`src/rtl/top_corr_engine.sv`:
```
// top_corr_engine: windowed correlation score engine.
//
// Accumulates Sf, Sg and Sfg over WIN qualified sample pairs, then computes
// the signed score WIN*Sfg - Sf*Sg in two pipelined steps (MUL, SUB).
// A one-cycle done pulse announces result and the tag of the window that
// produced it.
//
// Optional feature: define BEST_TRACK_EN to add a best-score tracker
// (bestscore/bestplace ports, cleared by clrbest). Without the macro the
// tracker and its ports are absent and clrbest is ignored.

module top_corr_engine #(
    parameter  int DW  = 3,
    parameter  int WIN = 16,
    parameter  int PW  = 6,
    localparam int LW  = $clog2(WIN + 1),
    localparam int SW  = 2*DW + 2*LW + 2
) (
    input  logic                 clk,
    input  logic                 rst,
    input  logic                 startsig,
    input  logic [PW-1:0]        startplace,
    input  logic                 valid,
    input  logic [DW-1:0]        fdata,
    input  logic [DW-1:0]        gdata,
    input  logic                 clrbest,
    output logic                 busy,
    output logic                 done,
    output logic signed [SW-1:0] result,
    output logic [PW-1:0]        place,
    output logic                 overrun
`ifdef BEST_TRACK_EN
    ,
    output logic signed [SW-1:0] bestscore,
    output logic [PW-1:0]        bestplace
`endif
);

    // Accumulator and product widths sized so nothing can overflow.
    localparam int AW  = DW + LW;          // Sf, Sg
    localparam int QW  = 2*DW + LW;        // Sfg
    localparam int PRW = 2*DW + 2*LW;      // WIN*Sfg and Sf*Sg

    typedef enum logic [1:0] {
        S_IDLE,
        S_ACC,
        S_MUL,
        S_SUB
    } state_t;

    state_t               state_q,   state_d;
    logic [LW-1:0]        count_q,   count_d;
    logic [AW-1:0]        sf_q,      sf_d;
    logic [AW-1:0]        sg_q,      sg_d;
    logic [QW-1:0]        sfg_q,     sfg_d;
    logic [PW-1:0]        tag_q,     tag_d;
    logic [PRW-1:0]       prod_a_q,  prod_a_d;
    logic [PRW-1:0]       prod_b_q,  prod_b_d;
    logic signed [SW-1:0] result_q,  result_d;
    logic [PW-1:0]        place_q,   place_d;
    logic                 done_q,    done_d;
    logic                 overrun_q, overrun_d;
    logic                 open_win;

    // Next-state and datapath updates for the window FSM.
    always_comb begin
        // NOTE: every variable driven here gets its hold value first, so no
        // branch of the case can leave it unassigned and infer a latch.
        state_d   = state_q;
        count_d   = count_q;
        sf_d      = sf_q;
        sg_d      = sg_q;
        sfg_d     = sfg_q;
        tag_d     = tag_q;
        prod_a_d  = prod_a_q;
        prod_b_d  = prod_b_q;
        result_d  = result_q;
        place_d   = place_q;
        done_d    = 1'b0;
        overrun_d = overrun_q;
        open_win  = 1'b0;

        case (state_q)
            S_IDLE: begin
                // The cycle carrying done is still IDLE; a start there is dropped.
                if (startsig && !done_q) begin
                    open_win = 1'b1;
                end
            end
            S_ACC: begin
                if (startsig) begin
                    // Abort and restart; a coincident sample is discarded.
                    open_win = 1'b1;
                end else if (valid) begin
                    sf_d    = sf_q  + AW'(fdata);
                    sg_d    = sg_q  + AW'(gdata);
                    sfg_d   = sfg_q + QW'(fdata) * QW'(gdata);
                    count_d = count_q + LW'(1);
                    if (count_q == LW'(WIN - 1)) begin
                        state_d = S_MUL;
                    end
                end
            end
            S_MUL: begin
                prod_a_d = PRW'(sfg_q) * PRW'(WIN);
                prod_b_d = PRW'(sf_q) * PRW'(sg_q);
                state_d  = S_SUB;
                if (valid) begin
                    overrun_d = 1'b1;
                end
            end
            S_SUB: begin
                result_d = SW'(prod_a_q) - SW'(prod_b_q);
                place_d  = tag_q;
                done_d   = 1'b1;
                state_d  = S_IDLE;
                if (valid) begin
                    overrun_d = 1'b1;
                end
            end
            default: begin
                state_d = S_IDLE;
            end
        endcase

        if (open_win) begin
            state_d = S_ACC;
            count_d = '0;
            sf_d    = '0;
            sg_d    = '0;
            sfg_d   = '0;
            tag_d   = startplace;
        end
    end

    // State and datapath registers.
    always_ff @(posedge clk or posedge rst) begin
        if (rst) begin
            state_q   <= S_IDLE;
            count_q   <= '0;
            sf_q      <= '0;
            sg_q      <= '0;
            sfg_q     <= '0;
            tag_q     <= '0;
            prod_a_q  <= '0;
            prod_b_q  <= '0;
            result_q  <= '0;
            place_q   <= '0;
            done_q    <= 1'b0;
            overrun_q <= 1'b0;
        end else begin
            // NOTE: non-blocking assignments so every register samples the
            // pre-edge values regardless of statement order.
            state_q   <= state_d;
            count_q   <= count_d;
            sf_q      <= sf_d;
            sg_q      <= sg_d;
            sfg_q     <= sfg_d;
            tag_q     <= tag_d;
            prod_a_q  <= prod_a_d;
            prod_b_q  <= prod_b_d;
            result_q  <= result_d;
            place_q   <= place_d;
            done_q    <= done_d;
            overrun_q <= overrun_d;
        end
    end

    assign busy    = (state_q != S_IDLE);
    assign done    = done_q;
    assign result  = result_q;
    assign place   = place_q;
    assign overrun = overrun_q;

`ifdef BEST_TRACK_EN
    localparam logic signed [SW-1:0] BEST_MIN = {1'b1, {(SW-1){1'b0}}};

    logic signed [SW-1:0] best_score_q, best_score_d, best_base;
    logic [PW-1:0]        best_place_q, best_place_d;

    // Best tracker: clear first, then let a finishing window compete.
    always_comb begin
        best_base    = clrbest ? BEST_MIN : best_score_q;
        best_score_d = best_base;
        best_place_d = clrbest ? '0 : best_place_q;
        if ((state_q == S_SUB) && (result_d > best_base)) begin
            best_score_d = result_d;
            best_place_d = tag_q;
        end
    end

    // Best tracker registers, updated on the edge that raises done.
    always_ff @(posedge clk or posedge rst) begin
        if (rst) begin
            best_score_q <= BEST_MIN;
            best_place_q <= '0;
        end else begin
            best_score_q <= best_score_d;
            best_place_q <= best_place_d;
        end
    end

    assign bestscore = best_score_q;
    assign bestplace = best_place_q;
`else
    // clrbest has no function without the tracker.
    logic unused_clrbest;
    assign unused_clrbest = clrbest;
`endif

endmodule

```
`config.mk`:
```
export PLATFORM = sky130hd
export DESIGN_NAME = top_corr_engine
export DESIGN_NICKNAME = d
export VERILOG_FILES = /design/src/rtl/top_corr_engine.sv
export SDC_FILE = /design/constraint.sdc
export NUM_CORES = 1
export LEC_CHECK = 0
export ABC_AREA = 1
export CORE_UTILIZATION = 54
export CTS_CLUSTER_SIZE = 14
export DETAILED_ROUTE_END_ITERATION = 10
export PLACE_DENSITY = 0.76
export SYNTH_ARGS = -nofsm -noshare
export SYNTH_HDL_FRONTEND = slang
export SYNTH_SLANG_ARGS = --single-unit
```
`constraint.sdc`:
```
create_clock -name clk -period 3.8 [get_ports clk]
set_clock_uncertainty 0.05 [all_clocks]
set_input_delay 0.57 -clock clk [delete_from_list [all_inputs] [get_ports clk]]
set_output_delay 0.57 -clock clk [all_outputs]
set_load 0.05 [all_outputs]
```
Word level (Yosys, flattened, before mapping)
Cells that the tools add are included.
Widths: inputs -> output; s select.

storage, ports and cells
  output and inout port bits = 27
  word-level logic and storage cells = 63
  bits in registers = 93
  input port bits = 17

cells by class
  add/subtract/negate cells = 5
  multipliers = 2
  reduce and logical (&&, ||, !) cells = 11
  equal/unequal tests = 8
  multiplexer cells = 25

operators by type and width
  operator             count
  $mux 8               8
  $mux 11              4
  $mux 5               4
  $sub 15x16->17       1
  $add 8x3->8          2
  $mul 8x8->16         1
  $add 11x6->11        1
  $ne 3x3->1 const B   3
  $mux 2               4
  $mul 3x3->6          1
  $pmux 2 s3           1
  $reduce_bool 2->1    3
  $add 5x1->5 const B  1
  $eq 5x4->1 const B   1
  $eq 2x2->1 const B   2
  $reduce_and 4->1     1
  $reduce_bool 4->1    1
  $mux 1               3
  $reduce_and 3->1     1
  $eq 2x1->1 const B   1
  $logic_not 2->1      1
  $ne 2x1->1 const B   1
  $pmux 1 s2           1
  $reduce_and 2->1     1
  3 further kinds      3

Longest topological paths before layout
Gate-level depths: netlist (run 1).

  depth in word-level cells = 6
  mapped depth = 21
  depth with buffers taken out = 20

Worst setup path before layout (run 1)
OpenSTA, ideal clock, no wires.

  path kind = reg-to-reg
  start point = register sf_q[0]
  end point = register prod_b_q[9]
  required time = 3,617 ps
  period minus slack after synthesis = 3,952 ps
  setup time = 133 ps
  arrival time = 3,769 ps
  slack = -152 ps
  cell stages (with the launch flop) = 19
  path through = dfrtp_1 clkbuf_1 nand2_1 fa_1 fa_1 inv_1 fa_1 inv_1 fa_1 inv_1 ha_1 nand2_1 inv_1 nand2_1 nand2_1 a21oi_1 nand2_1 nand2_1 o22ai_1

between the ends
  longest elaborated chain between the ends = 1

ends and longest elaborated chain
  what                    RTL line  RTL
  from (decl)             53        logic [AW-1:0] sf_q, sf_d;
  from (signal assigned)  141       sf_q <= '0;
  from (signal assigned)  156       sf_q <= sf_d;
  $mul 8x8->16            106       prod_b_d = PRW'(sf_q) * PRW'(sg_q);
  to (signal assigned)    161       prod_b_q <= prod_b_d;
  to (decl)               58        logic [PRW-1:0] prod_b_q, prod_b_d;

Every way passes these cells.
A chain may end at the register's enable or synchronous reset.

Final worst setup path (run 1)
  start point = register sg_q[4]
  end point = register prod_b_q[13]

between the ends
  longest elaborated chain between the ends = 1

ends and longest elaborated chain
  what                    RTL line  RTL
  from (decl)             54        logic [AW-1:0] sg_q, sg_d;
  from (signal assigned)  157       sg_q <= sg_d;
  $mul 8x8->16            106

Every way passes these cells.

==> results.toml, run 1 <==
[run_status]
status = "finished with violations"
violations = "negative setup slack"

[critical_path]
cpMostUsedCell = "fa_1"
arrival_ps = 4190
crit_required_ps = 3960
cp_max_fo = 5
path_cells = "buf_4 -> nand2_1 -> inv_1 -> fa_1 -> inv_1 -> fa_1 -> fa_1 -> inv_1 -> fa_1 -> ha_4 -> nand2_1 -> nor2_2 -> nand3_1 -> nand3_2 -> nand2_1 -> nand3_1 -> o21ai_1"
max_stage_delay_ps = 540
cp-end-kind = "flop"
critical_path_class = "flop to flop"
worst_setup_path_start_kind = "flop"
critical_path.slowest_cell = "fa_1"

[cells_and_area]
syn_to_final_growth_pct = 19.2
drive_above_1_share_pct = 13.7
utilization_pct = 65.8
final_cells = 1307
nNetsFinal = 1252
antenna_cells = 0
design_area_sq_um = 9130

[sta]
hold_slack_ps = 424
setup_tns_ps = -887
hold_viol_final = 0
fmax_mhz = 249
finalMaxSlewViolations = 0
tightest_slew_ps = 819
finalSetupViolCount = 8
max-slew-margin-rel_pct = 45.3
fin_crit_ps = 4020
worst_slack_ps = -223
post-route-period-util_pct = 106
rsz0062_at_grt = "yes"

[yosys]
ys_warn_count = 0
synth_seq_cells = 92
synth_area_leader_cell = "dfrtp_1"
synthArstFlopShare_pct = 100
synth_edf_count = 0
synth.distinct_cells = 37
synth.yosys.seq_area_share_pct = 30.1
netlist_area_sq_um = 7660
synth_area_leaders = "dfrtp_1 30%, nand2_1 17%, ha_1 11%, fa_1 11%, inv_1 11%"
synthCells = 1052
synth_nets = 1181
synth-main-ff-cell = "dfrtp_1"
synth_top_area_share_pct = 30.1
synth_area_per_cell_sq_um = 7.28

[power_and_ir_drop]
ir_drop_mv = 0.404
cellPowerDensity_nw_per_um2 = 614
leakage_nw = 5.24
power_mw = 5.61

[clock_tree]
ctsHoldBuffers = 0
clk_pin_slew_worst_paths_ps = 70
cts.sinks = 92
cts_tree = "done"
clk_path_buf_depth = 2
clock_latency_ps = 340
h-tree-depth = 3
cts_inserted_buffers = 9
cts_root_buf = "clkbuf_16"

[placed_design]
dp_cells = 1282
dpl_cell_area_sq_um = 8460
hpwl_um = 12800
pre_cts_ws_ps = -217
gp_congestion = 0.938
io_buffers = 42

[drt]
wl_per_cell_um = 13.3
vias = 6617
antenna_left = 0
dr.pass1.iters = 5
drt-total-wl_um = 17400
vias_per_cell = 5.06
drc = 0
drt_iter0_markers = 390

[floorplan]
die_w_um = 121
die_area_sq_um = 14700
row_count = 43
dieHeight_um = 121
core_sq_um = 13900
ios = 44
start_util_pct = 55.2

[run]
maxCapViolations = 0

[worst_hold_path]
hp-class = "flop to flop"

[grt]
antenna_found_initial = 0
grt_overflow_total = 0
grt_pass1_vias = 6386
grt_max_degree = 44
gr-usage-all-layers_pct = 25.2
grt_pass1_wl_um = 29400
-- timing repair --
action / in CTS / in global routing
buffers inserted: 3 / 7
endpoints found under the setup margin: 9 / 10
gates resized for setup: 37 / 46
pin swaps: 14 / 24
-- synth_stat cells, drive strengths merged, types with 7 or more instances --
master / instances
nor3: 10
xnor2: 7
a21oi: 28
nor2: 51
ha: 69
nand3: 51
nand4: 12
dfrtp: 92
clkbuf: 19
buf: 15
o21ai: 40
nand3b: 8
inv: 231
fa: 43
nand2: 349
-- flip-flops by register name (all words and copies together), names as in the netlist, 2 cells and up --
signal and flops:
result 17, prod_b_q 16, prod_a_q 11, sfg_q 11
sf_q 8, sg_q 8, place 6, tag_q 6
count_q 5, state_q 2
-- cell type report --
cell class / count / area [sq um]
clock buffers: 11 / 243
clock inverters: 4 / 73.8
fillers: 1173 / 4750
inverters: 232 / 877
multi-input cells: 694 / 4580
flip-flops and latches: 92 / 2310
well taps: 180 / 225
repair buffers: 94 / 822
-- final timing paths --
check	start	end	slack (ps)	depth (start not counted)
min	result[1]	result[1]	420	2
min in group asynchronous	rst	result[11]	610	2
max	sg_q[4]	prod_b_q[13]	-220	17
min reg2reg	result[1]	result[1]	420	2
max in group asynchronous	rst	sf_q[3]	2220	3
max reg2reg	sg_q[4]	prod_b_q[13]	-220	17
-- worst max-delay path, delay by kind of cell (launching register included) --
family                     cells  cell delay (ps)
and+or+nand+nor                7              690
AOI/OAI and AO/OA              1               70
DFF                            1              450
buffers and inverters          4              320
adders and majority gates      5             2310
-- power by group --
part	internal, mW	switching (mW)	total (mW)
registers	1.25	0.199	1.45
clock network	0.591	0.372	0.963
logic	1.10	2.10	3.20
total	2.94	2.67	5.61
-- cell families after synthesis --
logic type / after synthesis / synth area share (%)
DFF: 92 / 30.1
AOI/OAI and AO/OA: 85 / 6.09
xor gates and xnor gates: 12 / 1.37
buffers and inverters: 266 / 13.7
adders and majority gates: 112 / 22.5
and+or+nand+nor: 485 / 26.3
-- per-layer routing --
layer | track usage [%] | wire, um | vias to the layer above | part of all wire (%)
li1 | - | - | 3331 | -
met1 | 33.9 | 7970 | 3104 | 46
met2 | 42.1 | 8330 | 146 | 48
met3 | 3.52 | 578 | 36 | 3.3
met4 | 8.18 | 530 | 0 | 3.0
met5 | 0 | 0 | - | 0
-- layout by cell type (no fill, tap or decap), types with 2 or more instances in the layout --
master / netlist / layout
nand2_1: 343 / 323
inv_1: 228 / 214
dfrtp_1: 92 / 84
ha_1: 69 / 62
buf_4: 4 / 49
nand3_1: 49 / 42
nor2_1: 50 / 42
clkdlybuf4s50_1: 0 / 42
fa_1: 43 / 41
o21ai_0: 35 / 32
a21oi_1: 28 / 24
nand2_2: 5 / 19
inv_2: 2 / 14
nand4_1: 12 / 12
nand3_2: 2 / 9
clkbuf_16: 0 / 9
nand3b_1: 8 / 8
nor3_1: 8 / 8
dfrtp_2: 0 / 8
nand2_4: 1 / 7
o21ai_1: 4 / 7
ha_4: 0 / 7
xnor2_1: 7 / 6
nor2_2: 1 / 5
xor2_1: 5 / 5
a31oi_1: 5 / 5
nor2_4: 0 / 4
a21oi_2: 0 / 4
o22ai_1: 4 / 4
o31ai_1: 4 / 4
and2_1: 3 / 3
buf_6: 3 / 3
inv_4: 1 / 2
a22o_1: 2 / 2
nor3_2: 2 / 2
clkinv_2: 0 / 2
fa_2: 0 / 2
bufinv_16: 0 / 2
Power figures use the tool's default switching activity.
==> run 2: changes to the inputs <==
Settings changed: CORE_MARGIN set to 5.
==> run 2 against run 1 <==
The flow still finishes with violations (negative setup slack). Clock power shrank 5.3%. Sequential power about the same. Power is 1.5% lower. Routed wire length is 3.9% lower. Via count fell by 2.5%. Sequential share of layout area is 0.098 points higher. Die area grew 14%. Clock-buffer cell count fell by 2. Worst hold slack got worse by 2.0 ps. Setup slack better by 150 ps. Critical path type unchanged. Largest cell class unchanged. Highest routed layer unchanged.
==> results.toml, run 2 (synthesis results as in run 1) <==
[run_status]
status = "finished with violations"
violations = "negative setup slack"

[clock_tree]
cts_inserted_buffers = 9
clock_latency_ps = 350
h-tree-depth = 3
cts_root_buf = "clkbuf_16"
clk_path_buf_depth = 2
cts_tree = "done"
clk_pin_slew_worst_paths_ps = 70
cts.sinks = 92

[critical_path]
path_cells = "nand2_2 -> inv_2 -> fa_1 -> inv_1 -> fa_1 -> inv_2 -> fa_1 -> inv_1 -> fa_1 -> inv_2 -> ha_4 -> nand2_4 -> nand2_4 -> a21oi_2 -> nand2_2 -> xnor2_2 -> o21ai_1"
cp_max_fo = 7
max_stage_delay_ps = 520
cp-end-kind = "flop"
reg2reg_from = "sg_q[3]"
cpMostUsedCell = "fa_1"
worst_setup_path_start_kind = "flop"
critical_path.slowest_cell = "fa_1"
rrSetupSlack_ps = -80
crit_required_ps = 3950
critical_path_class = "flop to flop"
r2r_cells = 17
arrival_ps = 4030
path_delay_family = "adder cells"
path_buf_inv = 5
worstReg2RegEnd = "prod_b_q[10]"

[power_and_ir_drop]
cellPowerDensity_nw_per_um2 = 608
power_mw = 5.52
ir_drop_mv = 0.649
leakage_nw = 5.20

[floorplan]
start_util_pct = 55.2
dieHeight_um = 129
die_area_sq_um = 16700
ios = 44
core_sq_um = 13900
row_count = 43
die_w_um = 129

[cells_and_area]
drive_above_1_share_pct = 13.2
final_cell_mix = "321 x nand2_1, 219 x inv_1, 85 x dfrtp_1"
final_common_cell = "nand2_1"
largest_reg_flops = 17
antenna_cells = 0
syn_to_final_growth_pct = 18.7
final_cells = 1305
nNetsFinal = 1249
utilization_pct = 65.5

[sta]
fin_crit_ps = 3880
fmax_mhz = 258
rsz0062_at_grt = "yes"
hold_slack_ps = 422
tightest_slew_ps = 878
hold_viol_final = 0
max-slew-margin-rel_pct = 41.4
post-route-period-util_pct = 102
finalMaxSlewViolations = 0
worst_slack_ps = -76.9
finalSetupViolCount = 5

[worst_hold_path]
hp-class = "flop to flop"
hold_path_depth = 2
min-delay-start = "tag_q[2]"
whs_endpoint = "place[2]"

[placed_design]
hpwl_um = 12600
dp_cells = 1281
io_buffers = 42
pre_cts_ws_ps = -240
gp_congestion = 0.881

[drt]
drt-total-wl_um = 16700
dr.pass1.iters = 5
vias_per_cell = 4.94
wl_per_cell_um = 12.8
drt_iter0_markers = 381
vias = 6451
antenna_left = 0
drc = 0

[grt]
grt_pass1_vias = 6327
antenna_found_initial = 0
grt_pass1_wl_um = 29000
grt_max_degree = 50
grt_overflow_total = 0
gr-usage-all-layers_pct = 21.3

[run]
maxCapViolations = 0
[run 2: cell count changes in the layout (fill, tap and decap cells not counted), sizes merged]
cell | before | now
clkinv | 4 | 5
inv | 230 | 232
clkinvlp | 0 | 1
buf | 52 | 49
bufinv | 2 | 1
clkbuf | 11 | 9
[run 2: power breakdown]
| part | internal, mW | total, mW | switching (mW) |
|---|---|---|---|
| Sequential | 1.25 | 1.45 | 0.198 |
| Clock | 0.513 | 0.912 | 0.399 |
| Combinational | 1.10 | 3.16 | 2.06 |
| Total | 2.86 | 5.52 | 2.66 |
[run 2: tightest hold or removal path: stages, from the launching register on]
cell and delay (ps):
dfrtp_1 340, nand2_1 50, nand2_1 50
[run 2: area by class of cell]
type / count / area, sq um
Clock buffer: 9 / 225
Multi-Input combinational cell: 694 / 4580
Tap cell: 180 / 225
Clock inverter: 7 / 73.8
Sequential cell: 92 / 2310
Inverter: 232 / 877
Fill cell: 1159 / 4790
Timing Repair Buffer: 91 / 801
[run 2: per-stage QoR]
step                      instance area, sq um  setup TNS [ps]
final                                     9090            -201
after global placement                    8470            -837
after CTS                                 8940            -195
after floorplan                           7700               0
after detailed placement                  8470           -1200
after global routing                      9090           -1470
[run 2: worst max-delay path by stage]
| stage | endpoint | slack [ps] | startpoint | cells after the start |
|---|---|---|---|---|
| after floorplan | prod_b_q[12] | 20 | sg_q[4] | 17 |
| after global placement | prod_b_q[10] | -180 | sg_q[4] | 15 |
| after detailed placement | prod_b_q[10] | -240 | sg_q[4] | 15 |
| after CTS | prod_b_q[10] | -60 | sg_q[4] | 17 |
| after global routing | prod_b_q[12] | -230 | sg_q[3] | 19 |
| final | prod_b_q[10] | -80 | sg_q[3] | 17 |
[run 2: timing repair]
item	CTS	global route
pin swaps	15	24
endpoints found under the hold margin	0	0
setup buffers	4	4
hold buffers	0	0
endpoints found under the setup margin	8	10
gates resized for setup	34	39
[run 2: layer usage]
metal	track usage, %	part of all wire (%)	up-vias
li1	-	-	3324
met1	28.8	47	2967
met2	35.2	48	134
met3	3.01	3.5	26
met4	7.35	2.1	0
met5	0	0	-
